--- config.mk ---
export PLATFORM = sky130hd
export DESIGN_NAME = pipe_skid_stage
export DESIGN_NICKNAME = d
export VERILOG_FILES = /design/src/rtl/pipe_skid_stage_pkg.sv /design/src/rtl/pipe_entry.sv /design/src/rtl/pipe_skid_stage.sv
export SDC_FILE = /design/constraint.sdc
export NUM_CORES = 1
export LEC_CHECK = 0
export ABC_AREA = 1
export BUFFER_PORTS_ARGS = -buffer_cell sky130_fd_sc_hd__buf_4
export CORE_MARGIN = 4
export CORE_UTILIZATION = 48
export DETAILED_ROUTE_END_ITERATION = 10
export HOLD_SLACK_MARGIN = 0.12
export PLACE_DENSITY = 0.8
export RECOVER_POWER = 50
export SLEW_MARGIN = 5
export SYNTH_ARGS = -nofsm -noshare
export SYNTH_HDL_FRONTEND = slang
export SYNTH_SLANG_ARGS = --single-unit
--- constraint.sdc ---
create_clock -name clk -period 2.06 [get_ports clk]
set_clock_uncertainty 0.2 [all_clocks]
set_input_delay 0.206 -clock clk [delete_from_list [all_inputs] [get_ports clk]]
set_output_delay 0.206 -clock clk [all_outputs]
set_load 0.02 [all_outputs]
--- src/rtl/pipe_skid_stage_pkg.sv ---
// Shared pipeline-stage definitions: default NOP instruction
// and the stage occupancy encodings used by skid stages.
package pipe_skid_stage_pkg;

    localparam logic [31:0] INST_NOP = 32'h0000_0013;

    typedef enum logic [1:0] {
        ST_EMPTY = 2'd0,
        ST_ONE   = 2'd1,
        ST_TWO   = 2'd2
    } stage_st_e;

endpackage

--- src/rtl/pipe_entry.sv ---
// One pipeline slot: valid flop plus instruction/address payload.
// Ports: clk, rstn, load_i, clr_i, inst_i, addr_i -> valid_o, inst_o, addr_o.
// clr_i wins over load_i; a cleared slot reverts to the reset payload.
module pipe_entry #(
    parameter int                INST_W   = 32,
    parameter int                ADDR_W   = 32,
    parameter logic [INST_W-1:0] INST_RST = '0,
    parameter logic [ADDR_W-1:0] ADDR_RST = '0
) (
    input  logic              clk,
    input  logic              rstn,
    input  logic              load_i,
    input  logic              clr_i,
    input  logic [INST_W-1:0] inst_i,
    input  logic [ADDR_W-1:0] addr_i,
    output logic              valid_o,
    output logic [INST_W-1:0] inst_o,
    output logic [ADDR_W-1:0] addr_o
);

    logic              valid_q;
    logic [INST_W-1:0] inst_q;
    logic [ADDR_W-1:0] addr_q;

    always_ff @(posedge clk or negedge rstn) begin
        if (!rstn) begin
            valid_q <= 1'b0;
            inst_q  <= INST_RST;
            addr_q  <= ADDR_RST;
        end else if (clr_i) begin
            valid_q <= 1'b0;
            inst_q  <= INST_RST;
            addr_q  <= ADDR_RST;
        end else if (load_i) begin
            valid_q <= 1'b1;
            inst_q  <= inst_i;
            addr_q  <= addr_i;
        end
    end

    assign valid_o = valid_q;
    assign inst_o  = inst_q;
    assign addr_o  = addr_q;

endmodule

--- src/rtl/pipe_skid_stage.sv ---
// Valid/ready pipeline register with a 2-entry skid buffer and flush.
// Ports: clk, rstn, flush_i, in_valid_i/in_ready_o/inst_i/addr_i upstream,
// out_valid_o/out_ready_i/inst_o/addr_o downstream, stall_cnt_o/flush_cnt_o.
// Macro PIPE_STAT_EN enables the saturating stall/flush counters;
// without it both counter ports are tied to zero.
module pipe_skid_stage
    import pipe_skid_stage_pkg::*;
#(
    parameter int                INST_W   = 32,
    parameter int                ADDR_W   = 32,
    parameter logic [INST_W-1:0] NOP_INST = INST_W'(INST_NOP),
    parameter logic [ADDR_W-1:0] ADDR_RST = '0,
    parameter int                CNT_W    = 16
) (
    input  logic              clk,
    input  logic              rstn,
    input  logic              flush_i,
    input  logic              in_valid_i,
    output logic              in_ready_o,
    input  logic [INST_W-1:0] inst_i,
    input  logic [ADDR_W-1:0] addr_i,
    output logic              out_valid_o,
    input  logic              out_ready_i,
    output logic [INST_W-1:0] inst_o,
    output logic [ADDR_W-1:0] addr_o,
    output logic [CNT_W-1:0]  stall_cnt_o,
    output logic [CNT_W-1:0]  flush_cnt_o
);

    logic              main_v, skid_v;
    logic [INST_W-1:0] main_inst, skid_inst, main_inst_d;
    logic [ADDR_W-1:0] main_addr, skid_addr, main_addr_d;
    logic              main_ld, main_clr, skid_ld, skid_clr, sel_skid;
    logic              in_fire, out_fire;
    stage_st_e         state;

    // Occupancy is held in the entry valid flops themselves.
    assign state = skid_v ? ST_TWO : (main_v ? ST_ONE : ST_EMPTY);

    assign in_ready_o = !skid_v;
    assign in_fire    = in_valid_i & in_ready_o;
    assign out_fire   = main_v & out_ready_i;

    always_comb begin
        main_ld  = 1'b0;
        main_clr = 1'b0;
        skid_ld  = 1'b0;
        skid_clr = 1'b0;
        sel_skid = 1'b0;
        if (flush_i) begin
            main_clr = 1'b1;
            skid_clr = 1'b1;
        end else begin
            unique case (1'b1)
                state == ST_EMPTY: main_ld = in_fire;
                state == ST_ONE: begin
                    if (in_fire && out_fire) main_ld  = 1'b1;
                    else if (out_fire)       main_clr = 1'b1;
                    else if (in_fire)        skid_ld  = 1'b1;
                end
                state == ST_TWO: begin
                    if (out_fire) begin
                        main_ld  = 1'b1;
                        sel_skid = 1'b1;
                        skid_clr = 1'b1;
                    end
                end
                default: ;
            endcase
        end
    end

    assign main_inst_d = sel_skid ? skid_inst : inst_i;
    assign main_addr_d = sel_skid ? skid_addr : addr_i;

    pipe_entry #(
        .INST_W(INST_W), .ADDR_W(ADDR_W),
        .INST_RST(NOP_INST), .ADDR_RST(ADDR_RST)
    ) u_main (
        .clk(clk), .rstn(rstn),
        .load_i(main_ld), .clr_i(main_clr),
        .inst_i(main_inst_d), .addr_i(main_addr_d),
        .valid_o(main_v), .inst_o(main_inst), .addr_o(main_addr)
    );

    pipe_entry #(
        .INST_W(INST_W), .ADDR_W(ADDR_W),
        .INST_RST(NOP_INST), .ADDR_RST(ADDR_RST)
    ) u_skid (
        .clk(clk), .rstn(rstn),
        .load_i(skid_ld), .clr_i(skid_clr),
        .inst_i(inst_i), .addr_i(addr_i),
        .valid_o(skid_v), .inst_o(skid_inst), .addr_o(skid_addr)
    );

    assign out_valid_o = main_v;
    assign inst_o      = main_v ? main_inst : NOP_INST;
    assign addr_o      = main_v ? main_addr : ADDR_RST;

`ifdef PIPE_STAT_EN
    logic [CNT_W-1:0] stall_cnt_q, stall_cnt_d;
    logic [CNT_W-1:0] flush_cnt_q, flush_cnt_d;

    always_comb begin
        stall_cnt_d = stall_cnt_q;
        flush_cnt_d = flush_cnt_q;
        if (main_v && !out_ready_i && stall_cnt_q != '1)
            stall_cnt_d = stall_cnt_q + 1'b1;
        if (flush_i && flush_cnt_q != '1)
            flush_cnt_d = flush_cnt_q + 1'b1;
    end

    always_ff @(posedge clk or negedge rstn) begin
        if (!rstn) begin
            stall_cnt_q <= '0;
            flush_cnt_q <= '0;
        end else begin
            stall_cnt_q <= stall_cnt_d;
            flush_cnt_q <= flush_cnt_d;
        end
    end

    assign stall_cnt_o = stall_cnt_q;
    assign flush_cnt_o = flush_cnt_q;
`else
    assign stall_cnt_o = '0;
    assign flush_cnt_o = '0;
`endif

endmodule

# After elaboration in Yosys (flattened, before gate mapping)
# Cells that the tools add are included.
# classes
addsub	0
mul	0
n_div	0
n_lt_le_gt_ge	0
eq_ne	2
shift	0
n_mux	33
n_bitwise	2
reduce_logical	5
# ops
op	n
$mux 32	12
$mux 1	19
$reduce_bool 2->1	2
$pmux 1 s3	1
$and 1x1->1	2
$eq 2x1->1 const B	1
$eq 2x2->1 const B	1
$logic_not 2->1	1
$mux 2	1
$logic_and 1x1->1	1
$logic_not 1->1	1
# word_totals
register_bits	130
latch_bits	0
mem_bits_rw	0
romBits	0
inputBits	69
out_inout_bits	98
word_cells	48
n_memories	0

# Logic depth before layout (Yosys ltp)
# logic_depth
depth_word	9
depth_mapped	9
mapped_depth_nobuf	8

# By module
# Synthesis repeated with hierarchy kept, for this count alone.
# hier_totals
cells_unflattened	950
hier_area_um2	6842.8
# by_module_without_submodules
mod	n_inst	cells_per_inst	area_each_um2
pipe_entry	2	280	2549.9
pipe_skid_stage	1	390	1742.9

# Worst setup path after synthesis
# OpenSTA, ideal clock, no wires.
# synth_timing
path_kind	reg2out
from	reg u_main.valid_q, in the netlist u_main.valid_o
to	out addr_o[0]
t_arrival_ns	1.234
required_time_ns	1.654
slack_ns	0.420
stages_incl_launch_ff	5
path_buffers	2
cell_sequence	dfrtp_1 -> buf_2 -> buf_1 -> nand2_1 -> inv_1
# synth_between
elab_chain_len	1
# synth_rtl
element	line_no	rtl
start, declared	pipe_entry.sv:21	logic valid_q;
start signal, assigned	pipe_entry.sv:27	valid_q <= 1'b0;
start signal, assigned	pipe_entry.sv:31	valid_q <= 1'b0;
start signal, assigned	pipe_entry.sv:35	valid_q <= 1'b1;
$mux 32	pipe_skid_stage.sv:98	assign addr_o = main_v ? main_addr : ADDR_RST;
end, declared	pipe_skid_stage.sv:25	output logic [ADDR_W-1:0] addr_o,
# No other way between the ends.

# Worst setup path after layout
# layout_timing
from	reg u_main.valid_q, in the netlist u_main.valid_o
to	out inst_o[1]
# layout_between
elab_chain_len	1
# layout_rtl
element	line_no	rtl
$mux 32	pipe_skid_stage.sv:97	assign inst_o = main_v ? main_inst : NOP_INST;
end, declared	pipe_skid_stage.sv:24	output logic [INST_W-1:0] inst_o,
# No other way between the ends.

==> summary.md <==
| Metric | Value |
|---|---|
| WS Path Type | register to output port |
| Num CTS Buffers | 17 |
| Post-synth top cells | nand2_1 (503), nand3_1 (126), dfrtp_1 (124) |
| CP max stage cell | dfrtp_2 |
| CP cell instances | buf_6 > inv_1 > or2_2 > buf_4 |
| Fin crit share | 94.39% |
| CP max FO | 19 |
| Vias in the first global route | 6332 |
| Cell family with most CP delay | buffers and inverters |
| # diodes | 0 |
| Worst setup EP type | output port |
| Flop-to-flop setup slack | 0.15 ns |
| Final Slew Violations | 0 |
| Outcome | finished, final reports clean |
| Slew of the pin with the lowest slew margin | 0.6272 ns |
| Hold Path Stages | 4 |
| Worst EP required | 1.65 ns |
| Die X | 126.6 um |
| Fin nets | 1206 |
| Io pins | 167 |
| Vias per std cell | 4.954 |
| EDFF count, synth | 0 |
| Avg Synthesized Cell Area | 7.118 um^2 |
| Power Density | 724.8 mW/mm^2 |
| # DRC | 0 |
| Std-Cell Rows | 43 |
| HP Class | primary input to register |
| Largest cells by area after synthesis | dfrtp_1 (46%), nand2_1 (28%), nand3_1 (9.3%) |
| CP Launch Type | register |
| Sw Share | 25.60% |
| Setup-failing EPs final | 0 |
| Antenna viol nets, final | 0 |
| Sequential-to-total area share from yosys stat | 48.27% |
| Htree depth | 4 |
| Synth area leader | dfrtp_1 |
| Switching Power | 1.676 mW |
| Worst reg2reg path depth | 5 |
| Worst Path Buf+Inv | 3 |
| Post-layout min period | 1.944 ns |
| Flops & latches, synth | 130 |
| Unique masters post-synth | 21 |
| Max-Cap Viols | 0 |
| Die height | 126.6 um |
| Yosys warnings | 0 |
| Rel. slew slack | 58.19% |
| CP Depth | 4 |
| Worst skew pair latency | 0.41 ns |
| Peak supply drop | 0.0004341 V |
| Clock sinks | 130 |
| Leakage | 5.455 nW |
| Sequential share of power | 42.3% |
| Total global routing overflow | 0 |
| Setup_tns | 0 ns |
| Initial DRC count | 652 |
| Initial antenna violation count | 0 |
| Drt total wl | 18.72 mm |
| Largest net degree at the start of global routing | 52 |
| Starting Density | 48.86% |
| PortBufs | 134 |
| Overall Global Routing Usage | 23.36% |
| Asr flop ratio synth | 100.0% |
| RSZ-0062 raised after global routing | false |
| Top-count cell post-synth | nand2_1 |
| P_int | 4.869 mW |
| Mapped Area | 0.006755 mm^2 |
| Area delta synth->final | 33.65% |
| Root Driver | clkbuf_16 |
| Clk buf depth | 2 |
| Die area | 0.01604 mm^2 |
| Setup Fix Bufs, Post-CTS | 0 |
| Final Hold Fails | 0 |
| DPL Wire Length | 11.16 mm |
| Final Core Density | 65.30% |
| Clock Power Share | 43.3% |
| Final Wtd Congestion | 0.8271 |
| Achievable Freq | 514.3 MHz |
| Slowest stage delay, CP | 0.40 ns |
| First-pass GRT wire length | 30.61 mm |
| Vias | 6589 |
| Core ar. | 0.01383 mm^2 |
| Area share of the largest cell type after synthesis | 45.93% |
| Top_reg_cell synth | dfrtp_1 |
| CTS tree | built |
| DR WL/cell | 14.07 um |
| Clock transition at path regs | 0.05 ns |
| Combinational share of power | 14.5% |
| DRT Pass-1 Iters | 6 |
| Post-Synthesis Cells | 949 |
| Share of layout cells above drive strength 1 | 16.52% |
| Worst Path Arrival | 1.54 ns |
## worst register-to-register path, cell delays in order, from the launching register on
cell and delay (ns):
dfrtp_2 0.40, buf_4 0.38, nand3_2 0.13, clkbuf_2 0.39
nand3_1 0.22, nand2_1 0.08
## timing repair
| item | 4_1_cts | 5_1_grt |
|---|---|---|
| hold buffers | 71 | 0 |
| resized for setup | 0 | 4 |
| setup endpoints to repair | 0 | 12 |
| hold endpoints to repair | 254 | 0 |
## cell usage in the layout (no fill, tap or decap), drive strengths merged, types with 3 or more instances in the layout
cell type,count
nand2,505
buf,137
nand3,127
dfrtp,124
dlygate4sd3,71
inv,70
clkbuf,45
conb,32
nor2,16
nor3,7
dfstp,6
clkinv,4
or2,3
## cells by family (layout without fill, tap and decap cells)
group,after synthesis,count (layout),share of synthesized area (%)
and+or+nand+nor,659,659,39.79
DFF,130,130,48.27
AOI/OAI and AO/OA,1,1,0.07402
buffers and inverters,158,328,11.82
other,1,32,0.05551
## per-stage QoR
step / worst slack, ns / instances / hold WS (ns) / cell area, um^2 / total power, mW
finish: 0.1157 / 1330 / 0.1222 / 9029 / 6.544
global placement: 0.3392 / 1227 / -0.04527 / 7814 / 3.632
global route: 0.01981 / 1330 / 0.1765 / 9029 / 6.814
CTS: 0.03501 / 1330 / 0.1239 / 9087 / 6.587
detailed placement: 0.3040 / 1227 / -0.04187 / 7814 / 3.643
floorplan: 0.4199 / 980 / -0.2896 / 6872 / 3.312
## layout make-up
type | count | area (um^2)
multi-input cells | 692 | 2813
flip-flops and latches | 130 | 3263
inverters | 70 | 262.8
repair buffers | 226 | 1902
clock buffers | 27 | 513.0
clock inverters | 5 | 50.05
well taps | 180 | 225.2
fillers | 1126 | 4798
## registers in the layout, summed over array words and instances (netlist names)
name and flops:
u_main.addr_o 32, u_main.inst_o 32, u_skid.addr_o 32, u_skid.inst_o 32, u_main.valid_o 1, u_skid.valid_o 1
## final timing paths
check | from | to
min reg2reg | u_main.addr_o[1] | u_main.addr_o[1]
max | u_main.valid_o | inst_o[1]
max reg2reg | u_main.valid_o | u_skid.inst_o[19]
max in group asynchronous | rstn | u_skid.inst_o[1]
min in group asynchronous | rstn | u_skid.inst_o[26]
min | out_ready_i | u_skid.valid_o
## power by group through the flow
stage	clock network (mW)	registers [mW]	logic, mW
detailed placement	0	2.80	0.839
global placement	0	2.80	0.829
finish	2.83	2.77	0.946
global route	2.99	2.78	1.04
floorplan	0	2.79	0.525
CTS	2.87	2.76	0.949
## routing by layer
metal | track usage [%] | share of wire (%)
met3 | 4.168 | 6.7
met5 | 0 | 0
met1 | 30.23 | 42
met2 | 38.98 | 49
met4 | 9.401 | 2.4
No activity file was read; power rests on OpenSTA's default activity.
